<file path="config.mk">
export PLATFORM = sky130hd
export DESIGN_NAME = mem_bus_seq
export DESIGN_NICKNAME = d
export VERILOG_FILES = /design/src/rtl/mem_bus_seq.sv
export SDC_FILE = /design/constraint.sdc
export NUM_CORES = 1
export LEC_CHECK = 0
export ABC_AREA = 1
export ABC_CLOCK_PERIOD_IN_PS = 2300
export BUFFER_PORTS_ARGS = -buffer_cell sky130_fd_sc_hd__buf_2
export CORE_MARGIN = 8
export CORE_UTILIZATION = 55
export DETAILED_ROUTE_END_ITERATION = 16
export PLACE_DENSITY = 0.81
export REMOVE_ABC_BUFFERS = 1
export SYNTH_ARGS = -nofsm -noshare
export SYNTH_HDL_FRONTEND = slang
export SYNTH_SLANG_ARGS = --single-unit
</file>
<file path="constraint.sdc">
create_clock -name clk -period 2.3 [get_ports clk]
set_input_delay 0.23 -clock clk [delete_from_list [all_inputs] [get_ports clk]]
set_output_delay 0.23 -clock clk [all_outputs]
set_load 0.01 [all_outputs]
</file>
<file path="src/rtl/mem_bus_seq.sv">
// Memory bus sequencer: arbitrates MMU-translated fetch and data word requests onto an
// 8-bit external bus as lo/hi byte cycles, returning read data or a bus-timeout error.
module mem_bus_seq #(
    parameter int unsigned PA      = 16,
    parameter int unsigned TIMEOUT = 255
) (
    input  logic          clk,
    input  logic          reset,
    input  logic          i_req,
    input  logic [PA-2:0] i_addr,
    output logic          i_ack,
    output logic [15:0]   i_rdata,
    output logic          i_err,
    input  logic          d_req,
    input  logic          d_write,
    input  logic [1:0]    d_be,
    input  logic [PA-2:0] d_addr,
    input  logic [15:0]   d_wdata,
    output logic          d_ack,
    output logic [15:0]   d_rdata,
    output logic          d_err,
    input  logic          mmu_fault,
    output logic [PA-1:0] mem_addr,
    output logic          mem_rd,
    output logic          mem_wr,
    output logic [7:0]    mem_wdata,
    input  logic [7:0]    mem_rdata,
    input  logic          mem_ready
);

    typedef enum logic [2:0] {StIdle, StLo, StHi, StDone, StErr} state_e;

    localparam logic [7:0] CntLast = 8'(TIMEOUT - 1);

    state_e        state_q, state_d;
    logic          src_q, src_d;        // 1: data port, 0: fetch port
    logic [PA-2:0] addr_q, addr_d;
    logic          write_q, write_d;
    logic [1:0]    be_q, be_d;
    logic [15:0]   wdata_q, wdata_d;
    logic [15:0]   buf_q, buf_d;
    logic [7:0]    cnt_q, cnt_d;
    logic [PA-1:0] mem_addr_q, mem_addr_d;
    logic          mem_rd_q, mem_rd_d;
    logic          mem_wr_q, mem_wr_d;
    logic [7:0]    mem_wdata_q, mem_wdata_d;
    logic [15:0]   i_rdata_q, i_rdata_d;
    logic [15:0]   d_rdata_q, d_rdata_d;

    // Candidate request in IDLE; data has priority over fetch.
    logic          acc_valid;
    logic          acc_src;
    logic [PA-2:0] acc_addr;
    logic          acc_write;
    logic [1:0]    acc_be;
    logic [15:0]   acc_wdata;

    assign acc_valid = ~mmu_fault & (d_req | i_req);
    assign acc_src   = d_req;
    assign acc_addr  = d_req ? d_addr : i_addr;
    assign acc_write = d_req & d_write;
    assign acc_be    = d_req ? d_be : 2'b11;
    assign acc_wdata = d_req ? d_wdata : 16'h0000;

    always_comb begin
        state_d     = state_q;
        src_d       = src_q;
        addr_d      = addr_q;
        write_d     = write_q;
        be_d        = be_q;
        wdata_d     = wdata_q;
        buf_d       = buf_q;
        cnt_d       = cnt_q;
        mem_addr_d  = mem_addr_q;
        mem_rd_d    = mem_rd_q;
        mem_wr_d    = mem_wr_q;
        mem_wdata_d = mem_wdata_q;
        i_rdata_d   = i_rdata_q;
        d_rdata_d   = d_rdata_q;

        unique case (state_q)
            StIdle: begin
                if (acc_valid) begin
                    src_d   = acc_src;
                    addr_d  = acc_addr;
                    write_d = acc_write;
                    be_d    = acc_be;
                    wdata_d = acc_wdata;
                    buf_d   = 16'h0000;
                    cnt_d   = 8'd0;
                    if (acc_be[0]) begin
                        state_d     = StLo;
                        mem_addr_d  = {acc_addr, 1'b0};
                        mem_wdata_d = acc_wdata[7:0];
                        mem_rd_d    = ~acc_write;
                        mem_wr_d    = acc_write;
                    end else if (acc_be[1]) begin
                        state_d     = StHi;
                        mem_addr_d  = {acc_addr, 1'b1};
                        mem_wdata_d = acc_wdata[15:8];
                        mem_rd_d    = ~acc_write;
                        mem_wr_d    = acc_write;
                    end else begin
                        state_d = StDone;
                    end
                end
            end
            StLo: begin
                if (mem_ready) begin
                    if (!write_q) buf_d[7:0] = mem_rdata;
                    if (be_q[1]) begin
                        state_d     = StHi;
                        cnt_d       = 8'd0;
                        mem_addr_d  = {addr_q, 1'b1};
                        mem_wdata_d = wdata_q[15:8];
                    end else begin
                        state_d  = StDone;
                        mem_rd_d = 1'b0;
                        mem_wr_d = 1'b0;
                    end
                end else if (cnt_q == CntLast) begin
                    state_d  = StErr;
                    mem_rd_d = 1'b0;
                    mem_wr_d = 1'b0;
                end else begin
                    cnt_d = cnt_q + 8'd1;
                end
            end
            StHi: begin
                if (mem_ready) begin
                    if (!write_q) buf_d[15:8] = mem_rdata;
                    state_d  = StDone;
                    mem_rd_d = 1'b0;
                    mem_wr_d = 1'b0;
                end else if (cnt_q == CntLast) begin
                    state_d  = StErr;
                    mem_rd_d = 1'b0;
                    mem_wr_d = 1'b0;
                end else begin
                    cnt_d = cnt_q + 8'd1;
                end
            end
            StDone:  state_d = StIdle;
            StErr:   state_d = StIdle;
            default: state_d = StIdle;
        endcase

        // Return data is loaded on the edge entering DONE so it is valid with the ack.
        if (state_d == StDone) begin
            if (src_d) d_rdata_d = buf_d;
            else       i_rdata_d = buf_d;
        end
    end

    always_ff @(posedge clk) begin
        if (reset) begin
            state_q     <= StIdle;
            src_q       <= 1'b0;
            addr_q      <= '0;
            write_q     <= 1'b0;
            be_q        <= 2'b00;
            wdata_q     <= 16'h0000;
            buf_q       <= 16'h0000;
            cnt_q       <= 8'd0;
            mem_addr_q  <= '0;
            mem_rd_q    <= 1'b0;
            mem_wr_q    <= 1'b0;
            mem_wdata_q <= 8'h00;
            i_rdata_q   <= 16'h0000;
            d_rdata_q   <= 16'h0000;
        end else begin
            state_q     <= state_d;
            src_q       <= src_d;
            addr_q      <= addr_d;
            write_q     <= write_d;
            be_q        <= be_d;
            wdata_q     <= wdata_d;
            buf_q       <= buf_d;
            cnt_q       <= cnt_d;
            mem_addr_q  <= mem_addr_d;
            mem_rd_q    <= mem_rd_d;
            mem_wr_q    <= mem_wr_d;
            mem_wdata_q <= mem_wdata_d;
            i_rdata_q   <= i_rdata_d;
            d_rdata_q   <= d_rdata_d;
        end
    end

    assign i_ack     = (state_q == StDone) & ~src_q;
    assign d_ack     = (state_q == StDone) &  src_q;
    assign i_err     = (state_q == StErr)  & ~src_q;
    assign d_err     = (state_q == StErr)  &  src_q;
    assign i_rdata   = i_rdata_q;
    assign d_rdata   = d_rdata_q;
    assign mem_addr  = mem_addr_q;
    assign mem_rd    = mem_rd_q;
    assign mem_wr    = mem_wr_q;
    assign mem_wdata = mem_wdata_q;

endmodule

</file>
Yosys cells after proc, flatten, opt, wreduce, memory -nomap -nowiden
Cells that the tools add are included.
{"block": "totals", "register_bits": 120, "in_bits": 63, "word_cells": 101}
{"block": "classes", "add_sub_neg": 1, "eq_ne": 13, "muxes": 53, "n_bitwise": 11, "n_reduce_logical": 9}
{"cell": "$mux W16", "count": 7}
{"cell": "$mux W8", "count": 14}
{"cell": "$pmux W8 S2", "count": 3}
{"cell": "$pmux W16 S2", "count": 1}
{"cell": "$pmux W8 S3", "count": 1}
{"cell": "$mux W1", "count": 17}
{"cell": "$mux W15", "count": 1}
{"cell": "$mux W3", "count": 4}
{"cell": "$eq A3 B2 Y1 const B", "count": 3}
{"cell": "$ne A3 B3 Y1 const B", "count": 3}
{"cell": "$pmux W3 S3", "count": 1}
{"cell": "$add A8 B1 Y8 const B", "count": 1}
{"cell": "$eq A8 B8 Y1 const B", "count": 1}
{"cell": "$ne A2 B2 Y1 const B", "count": 4}
{"cell": "$reduce_and A4 Y1", "count": 2}
{"cell": "$and A1 B1 Y1", "count": 6}
{"cell": "$pmux W1 S3", "count": 2}
{"cell": "$reduce_and A2 Y1", "count": 3}
{"cell": "$reduce_and A5 Y1", "count": 1}
{"cell": "$mux W2", "count": 2}
{"cell": "$not A1 Y1", "count": 4}
{"cell": "$eq A3 B1 Y1 const B", "count": 1}
{"cell": "$eq A3 B3 Y1 const B", "count": 1}
{"cell": "$logic_not A3 Y1", "count": 1}
{"cell": "other kinds (3)", "count": 3}

Longest topological paths before layout
Gate-level depths: netlist (run 1).
{"block": "logic_depth", "word_depth": 7, "depth_mapped": 14, "depth_no_buf": 13}

Worst setup path after synthesis (run 1)
OpenSTA, ideal clock, no wires.
{"block": "synth_path", "kind": "register -> register", "from": "register state_q[0]", "to": "register mem_wdata_q[0], in the netlist mem_wdata[0]", "setup_ps": 116, "arrival_time_ps": 1519, "path_slack_ps": 666, "path_stages_with_launch": 10, "path_buffers": 1, "period_less_slack_ps": 1634, "path_cell_list": "dfxtp_1 -> nor2_4 -> nand2_4 -> inv_2 -> nand2_1 -> nand2_1 -> nand2_1 -> buf_2 -> o21ai_0 -> nor2_1"}
{"block": "synth_between", "elab_chain_len": 3, "elab_cells_between_ends": 9, "classes_between": "5 x eq/ne; 1 x mux; 3 x reduce/logical"}
{"element": "start: declaration", "line_no": "35", "text": "state_e state_q, state_d;"}
{"element": "start signal: assignment", "line_no": "157", "text": "state_q <= StIdle;"}
{"element": "start signal: assignment", "line_no": "172", "text": "state_q <= state_d;"}
{"element": "$eq A3 B1 Y1 / $logic_not A3 Y1 (equally long branches)", "line_no": "81", "text": "unique case (state_q)"}
{"element": "$ne A2 B2 Y1 (no source line), or another cell as far along"}
{"element": "$reduce_and A5 Y1 (no source line)"}
{"element": "end signal: assignment", "line_no": "183", "text": "mem_wdata_q <= mem_wdata_d;"}
{"element": "end: declaration", "line_no": "46", "text": "logic [7:0] mem_wdata_q, mem_wdata_d;"}
Several ways; a longest one is shown, not always the timed one.
A chain may end at the register's enable or synchronous reset.

Worst setup path after layout (run 1)
{"block": "layout_path", "from": "register state_q[0]", "to": "register d_rdata_q[7], in the netlist d_rdata[7]"}
{"block": "layout_between", "elab_chain_len": 5, "elab_cells_between_ends": 12, "classes_between": "3 x eq/ne; 7 x mux; 2 x reduce/logical"}
{"element": "$mux W3", "line_no": "121, 135"}
{"element": "$mux W3 (on tied branches)", "line_no": "130, 109"}
{"element": "$pmux W3 S3", "line_no": "81"}
{"element": "$eq A3 B2 Y1", "line_no": "149", "text": "if (state_d == StDone) begin"}
{"element": "$reduce_and A2 Y1 (no source line)"}
{"element": "end signal: assignment", "line_no": "185", "text": "d_rdata_q <= d_rdata_d;"}
{"element": "end: declaration", "line_no": "48", "text": "logic [15:0] d_rdata_q, d_rdata_d;"}
Several ways; a longest one is shown, not always the timed one.

==> summary.md, run 1 <==
| Metric | Value |
|---|---|
| Status | finished clean |
| Relative slew margins | 57.6% |
| Leakage | 3.29 nW |
| Slew Viols, Final | 0 |
| Num ports | 125 |
| Largest net degree at the start of global routing | slightly below 50 |
| Post-synth ARST share | 0% |
| Register share of total power | ~46% |
| Biggest area consumer among synthesized cells | dfxtp_1 |
| Slowest stage cell, crit path | dfxtp_1 |
| Post-synthesis sequential area ratio | 38.8% |
| Final worst path period share | 88.6% |
| R2r startpoint | state_q[0] |
| Skew-Pair Late Insertion Delay | 0.37 ns |
| N_diodes | 0 |
| Setup repair bufs after CTS | 0 |
| Crit path max fanout | 16 |
| CTS clk-pin slew, worst paths | around 0.11 ns |
| Crit Path Class | reg2reg |
| Total Die Area | 13900 um2 |
| Chip height | between 100 and 150 um |
| Crit-path leading delay family | simple AND/OR/NAND/NOR gates |
| Most numerous cell in the Yosys netlist | nand2_1 |
| Max cap viols | 0 |
| RSZ-0062 raised after global routing | no |
| GR Util All Layers | 20.9% |
| Yosys reg bits | 111 |
| Switch Pwr | 1.68 mW |
| GRT overflow | 0 |
| Setup violators final | 0 |
| DRC Markers | 0 |
| Clock Sinks | 111 |
| Ys flop type | dfxtp_1 |
| H-tree depth | 3 |
| DP Worst Slack | 0.270 ns |
| Flop-to-flop setup slack | 0.26 ns |
| Core ar. | between 10000 and 15000 um2 |
| ANT nets after route | 0 |
| CP startpoint kind | register |
| Vias in the first global route | ~5500 |
| Final hold violations | 0 |
| Crit-path cells | nor2_4 > nand2_4 > nor2_4 > nand2_1 > o21ai_2 > nand3_4 > nand2_1 > inv_1 > nor2_1 |
| Switch share | 34.9% |
| Int Pwr | 3.14 mW |
| Routability congestion estimate | between 0.9 and 1 |
| Min cycle time layout | between 2 and 2.5 ns |
| Post-cts sizing count | 0 |
| Cell area after synthesis | 5730 um2 |
| Top post-synthesis cells by count | nand2_1 (278), inv_1 (119), dfxtp_1 (111) |
| CP startpoint | state_q[0] |
| Die X-Extent | 118 um |
| Critical path arrival | 2.35 ns |
| Routed WL | around 15000 um |
| Distinct cells, synth | 35 |
| CP Buf/Inv Count | 1 |
| Synthesized area per cell | 6.33 um2 |
| Synth warn | 0 |
| Hold_buf cts | 0 |
| PD cells | 725 nW/um2 |
| Starting density of the core | 56.0% |
| CP endpoint | d_rdata[7] |
| Nets@finish | about 1100 |
| Num CTS Buffers | 9 |
| Wire per inst | 12.6 um |
| Number of synthesized flops with an enable pin | 0 |
| DRT iter0 DRCs | 266 |
| Worst R2R Path Depth | 9 |
| Critical Path RT | around 2.6 ns |
| Vias/cell | 5.02 |
| Worst vdd ir | 0.000426 V |
| CTS tree | done |
| Layout cells sized above 1 | 17.3% |
| Utilization after layout | 65.0% |
| CTS root buffer | clkbuf_8 |
| First-pass GRT wire length | 24900 um |
| Hpwl dp | ~10000 um |
| Comb pwr share | 29.2% |
| Clock network power share | between 20% and 30% |
| Max Root-Sink Buffers | 2 |
| Synth area leaders | dfxtp_1 (39%), nand2_1 (18%), inv_1 (7.8%) |
| F_max | 491 MHz |
| Crit path largest cell delay | 0.39 ns |
| Tightest Hold Check Type | in2reg |
| PnR worst setup slack | 0.262 ns |
| Post-synth top area share | about two fifths |
| R2r endpoint | d_rdata[7] |
| Setup TNS | 0 ns |
| Std-Cell Rows | 37 |
| Critical path depth | 9 |
| Cells after Synth | 905 |
| Clock Skew | 0.0107 ns |
| Antenna violations before repair | 0 |
| Actual slew at the worst max-slew pin | 0.637 ns |
| Area delta synth->final | 16.0% |
| DRT Pass-1 Iters | 5 |
| PortBufs | 124 |
| CP endpoint kind | register |
| Vias | 5769 |
==> stage by stage <==
step | cells | hold WS [ns] | area (um2) | power, mW
2_1_floorplan | 857 | 0.299 | 5510 | 3.13
3_3_place_gp | 1134 | 0.437 | 6440 | 3.63
3_5_place_dp | 1134 | 0.440 | 6440 | 3.66
4_1_cts | 1150 | 0.0934 | 6650 | 4.86
5_1_grt | 1150 | 0.0881 | 6650 | 5.14
6_report | 1150 | 0.113 | 6650 | 4.82
==> sequential cells by signal (all words and copies together) (netlist names) <==
register,cells
cnt_q,8
mem_wdata,8
addr_q,15
d_rdata,16
src_q,1
mem_rd,1
state_q,3
write_q,1
buf_q,16
mem_addr,16
mem_wr,1
wdata_q,8
i_rdata,16
be_q,1
==> tightest hold or removal path, cell delays in order <==
cell,delay [ns]
buf_2,0.11
nand2_1,0.06
a21oi_1,0.05
==> layer usage <==
metal	global-route usage, %	vias up	routed length [um]
met2	35.5	185	6750
met4	6.08	0	239
met3	5.76	21	1110
met1	25.0	2516	6430
met5	0	-	0
li1	-	3047	-
==> kinds of logic after synthesis <==
group | share of synthesized area, %
and+or+nand+nor | 36.4
buffers and inverters | 12.1
AOI/OAI and AO/OA | 12.0
DFF | 38.8
xor gates and xnor gates | 0.306
adders and majority gates | 0.436
==> layout make-up <==
cell class                      instances  area (um2)
Sequential cell                       111        2220
Clock inverter                          5        66.3
Tap cell                              136         170
Clock buffer                           11         141
Inverter                              125         469
Timing Repair Buffer                  141         761
Multi-Input combinational cell        621        2820
Fill cell                             996        3580
==> how the worst min path moves through the flow <==
stage | from | to | slack [ns] | depth (start not counted)
after floorplan | reset | cnt_q[1] | 0.30 | 1
after global placement | addr_q[5] | addr_q[5] | 0.44 | 2
after detailed placement | addr_q[11] | addr_q[11] | 0.44 | 2
after CTS | d_wdata[9] | wdata_q[9] | 0.09 | 3
after global routing | d_wdata[9] | wdata_q[9] | 0.09 | 3
final | d_wdata[9] | wdata_q[9] | 0.11 | 3
==> cells in the final DEF, fill, tap and decap left out, types with 2 or more instances in the layout <==
cell type / Yosys / final
a211oi_1: 2 / 2
a21oi_1: 63 / 63
a31oi_1: 3 / 3
buf_2: 16 / 124
buf_4: 0 / 16
clkbuf_8: 0 / 10
clkinv_1: 2 / 2
clkinv_4: 0 / 2
dfxtp_1: 111 / 111
ha_1: 2 / 2
inv_1: 119 / 119
inv_2: 4 / 4
nand2_1: 278 / 278
nand2_4: 2 / 2
nand3_1: 52 / 52
nand3_2: 2 / 2
nand3_4: 2 / 2
nand4_1: 32 / 32
nor2_1: 105 / 105
nor2_4: 3 / 3
nor3_1: 4 / 4
nor4_1: 2 / 2
o211ai_1: 4 / 4
o21ai_0: 54 / 54
==> power by group through the flow <==
stage | Combinational (mW) | Clock, mW | Sequential, mW
after detailed placement | 1.41 | 0 | 2.25
after floorplan | 0.833 | 0 | 2.30
final | 1.41 | 1.21 | 2.21
after global routing | 1.59 | 1.32 | 2.23
after CTS | 1.42 | 1.23 | 2.21
after global placement | 1.39 | 0 | 2.25
No activity file was read; power rests on OpenSTA's default activity.
==> run 2: changes to the inputs <==
ABC_CLOCK_PERIOD_IN_PS = 2050   (was 2300)
clock period = 2.05 ns   (was 2.3 ns; I/O delays follow)
==> run 2 against run 1 <==
Final cell count increased by 1.0%. Clock-buffer cell count decreased by 1. Global-route usage increased by 0.30 points. First-iteration DRC count increased by 42%.
==> summary.md, run 2 (synthesis gave the netlist of run 1 again) <==
| Metric | Value |
|---|---|
| Status | finished clean |
| Largest net degree at the start of global routing | between 40 and 50 |
| Cell Area, Placed | 6510 um2 |
| Antenna violations before repair | 0 |
| Setup violators final | 0 |
| CTS root buffer | clkbuf_8 |
| GRT busiest layer | met2 |
| Clock Sinks | 111 |
| Vias in the first global route | between 5000 and 6000 |
| Max Root-Sink Buffers | 2 |
| DRT iter0 DRCs | 378 |
| Hold slack final | 0.101 ns |
| Min cycle time layout | 1.91 ns |
| Met2 usage | 35.4% |
| First-pass GRT wire length | 25300 um |
| PD cells | 798 nW/um2 |
| Crit path max fanout | 11 |
| Max cap viols | 0 |
| Met3 usage | 4.75% |
| Total Die Area | 13900 um2 |
| Setup TNS | 0 ns |
| Relative slew margins | 62.7% |
| CP endpoint kind | register |
| Vias/cell | between 5 and 6 |
| Most frequent cells in the layout | nand2_1 (278), buf_2 (124), inv_1 (119), dfxtp_1 (110), nor2_1 (105) |
| Routed WL | 14900 um |
| GR Util All Layers | 21.2% |
| DRT Pass-1 Iters | 5 |
| Clock Skew | 0.00928 ns |
| Std-Cell Rows | 37 |
| Critical Path RT | about 2.4 ns |
| Area delta synth->final | 17.4% |
| CTS clk-pin slew, worst paths | 0.10 ns |
| GRT overflow | 0 |
| Wire per inst | 12.8 um |
| Nets@finish | 1086 |
| N_diodes | 0 |
| Final worst path period share | 93.4% |
| Final hold violations | 0 |
| Tightest Hold Check Type | in2reg |
| Core ar. | 10200 um2 |
| CP startpoint kind | register |
| Routability congestion estimate | 0.876 |
| Vias | a little under 6000 |
| CTS tree | done |
| Starting density of the core | 56.0% |
| Slew Viols, Final | 0 |
| Commonest non-fill, non-tap cell in the layout | nand2_1 |
| Critical path arrival | around 2.2 ns |
| RSZ-0062 raised after global routing | no |
| Chip height | 118 um |
| Crit Path Class | reg2reg |
| Worst vdd ir | 0.000417 V |
| PortBufs | 124 |
| Utilization after layout | about two thirds |
| F_max | about 520 MHz |
| Actual slew at the worst max-slew pin | approximately 0.56 ns |
| Fin area | 6730 um2 |
| Skew-Pair Late Insertion Delay | ~0.37 ns |
| Hpwl dp | 10600 um |
| ANT nets after route | 0 |
| Num CTS Buffers | 9 |
| GR Layer Usage met1 | 26.0% |
| Num ports | 125 |
| H-tree depth | 3 |
| Die X-Extent | 118 um |
| Leakage | 3.34 nW |
| Overall Power | around 5.4 mW |
| Layout cells sized above 1 | 18.5% |
| DRC Markers | 0 |
run 2: layout make-up:
| cell class | count | area [um2] |
|---|---|---|
| clock inverters | 6 | 43.8 |
| flip-flops and latches | 111 | 2220 |
| repair buffers | 152 | 851 |
| multi-input cells | 622 | 2830 |
| inverters | 125 | 469 |
| clock buffers | 10 | 138 |
| fillers | 991 | 3500 |
| well taps | 136 | 170 |
run 2: worst paths after layout:
kind / from / endpoint / slack [ns] / depth (start not counted)
worst max-delay path: state_q[1] / d_rdata[13] / 0.14 / 9
worst min-delay path: d_wdata[9] / wdata_q[9] / 0.10 / 3
worst max register to register: state_q[1] / d_rdata[13] / 0.14 / 9
worst min register to register: addr_q[11] / addr_q[11] / 0.45 / 2
run 2: report_power, final:
part           switching (mW)  internal (mW)
registers               0.109           2.37
clock network           0.755          0.483
logic                    1.07          0.583
total                    1.93           3.44
run 2: timing repair:
action                     CTS  global route
gates resized for setup      0             4
buffers inserted             0             2
hold buffers                 0             0
setup endpoints to repair    0            23
run 2: stage by stage:
step / instances / setup WS (ns)
floorplan: 857 / -0.832
global placement: 1143 / 0.191
detailed placement: 1143 / 0.151
CTS: 1159 / 0.150
global route: 1162 / 0.00312
finish: 1162 / 0.136
run 2: per-layer routing:
layer  part of all wire (%)  routed length (um)  up-vias
met2                     47                7010      186
met3                    6.8                1010       23
met5                      0                   0        -
met1                     45                6640     2569
li1                       -                   -     3072
met4                    1.7                 259        0
run 2: critical path, cell delays in order, from the launching register on:
cell and delay (ns):
dfxtp_1 0.35, inv_1 0.20, nand2_4 0.11, nor2_4 0.28, nand2_1 0.16, o21ai_2 0.19, nand3_2 0.31, nand2_1 0.14
inv_1 0.04, nor2_1 0.08
==> run 3: changes to the inputs <==
CORE_MARGIN = 4   (was 8)
==> run 3 against run 2 <==
Combinational power hardly changed. Clock power grew 11%. Critical path depth is 1 higher. Maximum frequency grew 4.4%. Non-clock buffer count down 4. Die area is 13% lower. Largest cell class unchanged. Clock-buffer cell count unchanged. Design area about the same. Highest routed layer unchanged. Hold slack worse by 0.0067 ns. Global-route usage rose by 3.4 points. Largest power group unchanged.
==> summary.md, run 3 (synthesis gave the netlist of run 1 again) <==
| Metric | Value |
|---|---|
| PnR worst setup slack | 0.216 ns |
| Most common cell on crit path | nor2_4 |
| CTS root buffer | clkbuf_8 |
| Num CTS Buffers | 9 |
| Min cycle time layout | around 1.8 ns |
| Layout cells sized above 1 | a little under a fifth |
| Crit path max fanout | 17 |
| Final hold violations | 0 |
| Status | finished clean |
| Final Instance Count excl. Fillers | 1157 |
| ANT nets after route | 0 |
| CP endpoint | i_rdata[1] |
| Slew Viols, Final | 0 |
| Worst vdd ir | 0.000492 V |
| DRC Markers | 0 |
| PortBufs | 124 |
| Actual slew at the worst max-slew pin | 0.576 ns |
| Final worst path period share | 89.5% |
| Hold Startpoint | d_wdata[10] |
| Std-Cell Rows | 37 |
| Switch share | 35.5% |
| F_max | 545 MHz |
| Wire per inst | ~13 um |
| Fillers | 972 |
| H-tree depth | 3 |
| Critical Path RT | 2.32 ns |
| Slowest stage cell, crit path | dfxtp_1 |
| Switch Pwr | 1.95 mW |
| CTS tree | done |
| CP startpoint kind | register |
| Relative slew margins | 61.6% |
| Total Die Area | between 10000 and 15000 um2 |
| CP endpoint kind | register |
| Routability congestion estimate | 0.895 |
| Largest net degree at the start of global routing | slightly below 50 |
| Register share of total power | 45.1% |
| Vias in the first global route | about 5400 |
| Crit path largest cell delay | roughly 0.39 ns |
| Hpwl dp | 10100 um |
| DRT iter0 DRCs | 280 |
| CTS clk-pin slew, worst paths | 0.11 ns |
| CP startpoint | state_q[0] |
| Max cap viols | 0 |
| Leakage | 3.33 nW |
| Nets@finish | 1082 |
| DP Worst Slack | 0.278 ns |
| Worst R2R Path Depth | 10 |
| DRT Pass-1 Iters | 5 |
| Setup repair bufs after CTS | 0 |
| Comb pwr share | 29.8% |
| GRT overflow | 0 |
| Tightest Hold Check Type | in2reg |
| Crit-path cells | nor2_4 > nand2_4 > nor2_4 > buf_4 > nor2_4 > nor2_8 > buf_4 > nand4_1 > nand2_1 > nor2_1 |
| R2r endpoint | i_rdata[1] |
| Crit Path Class | reg2reg |
| First-pass GRT wire length | 24100 um |
| Hold depth | 3 |
| Critical path arrival | 2.11 ns |
| Hold slack final | 0.0938 ns |
| Critical path depth | 10 |
| Commonest non-fill, non-tap cell in the layout | nand2_1 |
| CP Buf/Inv Count | 2 |
| Cell total after placement | approximately 1100 |
| Starting density of the core | 56.0% |
| PD cells | roughly 820 nW/um2 |
| Die X-Extent | 110 um |
| Flop-to-flop setup slack | between 0.2 and 0.25 ns |
| Chip height | between 100 and 150 um |
| Clock Skew | approximately 0.0099 ns |
| GR Util All Layers | 24.6% |
| Crit-path leading delay family | simple AND/OR/NAND/NOR gates |
| Vias/cell | 5.03 |
| Clock network power share | 25.0% |
| Vias | 5823 |
| RSZ-0062 raised after global routing | no |
| Area delta synth->final | 17.4% |
| Skew-Pair Late Insertion Delay | between 0.3 and 0.4 ns |
| Setup violators final | 0 |
| Antenna violations before repair | 0 |
| Core ar. | 10200 um2 |
| Routed WL | between 10000 and 15000 um |
| N_diodes | 0 |
| Max Root-Sink Buffers | 2 |
| R2r startpoint | state_q[0] |
| Int Pwr | 3.55 mW |
| Clock Sinks | around 110 |
| Num ports | 125 |
| Most frequent cells in the layout | nand2_1 (278), buf_2 (124), inv_1 (119), dfxtp_1 (111), nor2_1 (105) |
-- run 3: changes by cell type in the layout (fill, tap and decap cells not counted), sizes merged --
cell,change
bufinv,+1
buf,-4
clkinv,-2
-- run 3: tightest hold or removal path, stage by stage --
cell and delay [ns]:
buf_2 0.11, nand2_1 0.06, a21oi_1 0.05
-- run 3: worst min-delay path by stage --
| stage | to | slack, ns |
|---|---|---|
| 2_1_floorplan | cnt_q[1] | 0.27 |
| 3_3_place_gp | wdata_q[15] | 0.43 |
| 3_5_place_dp | addr_q[14] | 0.44 |
| 4_1_cts | wdata_q[10] | 0.08 |
| 5_1_grt | wdata_q[10] | 0.09 |
| 6_report | wdata_q[10] | 0.09 |
-- run 3: final cells by class --
| class | count | area, um2 | share of cell area, % |
|---|---|---|---|
| flip-flops and latches | 111 | 2220 | 33.0 |
| inverters | 125 | 469 | 6.97 |
| repair buffers | 148 | 826 | 12.3 |
| multi-input cells | 622 | 2840 | 42.2 |
| clock inverters | 5 | 66.3 | 0.985 |
| well taps | 136 | 170 | 2.53 |
| clock buffers | 10 | 138 | 2.04 |
-- run 3: through the flow --
stage	util, %	TNS (ns)	total power [mW]	instance area [um2]
2_1_floorplan	-	-25.07	3.51	5510
3_3_place_gp	63.6	0	4.10	6510
3_5_place_dp	63.6	0	4.13	6510
4_1_cts	65.6	0	5.49	6710
5_1_grt	65.8	0	5.84	6730
6_report	65.8	0	5.50	6730
-- run 3: timing repair --
action	in CTS	in global routing
resized for setup	0	2
hold buffers	0	0
endpoints found under the setup margin	0	9
-- run 3: per-layer routing --
layer,wire [um],GRT usage [%],vias to the layer above
li1,-,-,3064
met1,6590,31.5,2535
met2,6880,41.8,197
met3,992,4.19,27
met4,279,8.53,0
met5,0,0,-
-- run 3: power by group through the flow --
| stage | registers, mW | clock network (mW) | logic, mW |
|---|---|---|---|
| after global placement | 2.53 | 0 | 1.58 |
| final | 2.48 | 1.38 | 1.64 |
| after CTS | 2.48 | 1.39 | 1.61 |
| after detailed placement | 2.53 | 0 | 1.60 |
| after global routing | 2.51 | 1.47 | 1.86 |
| after floorplan | 2.58 | 0 | 0.935 |
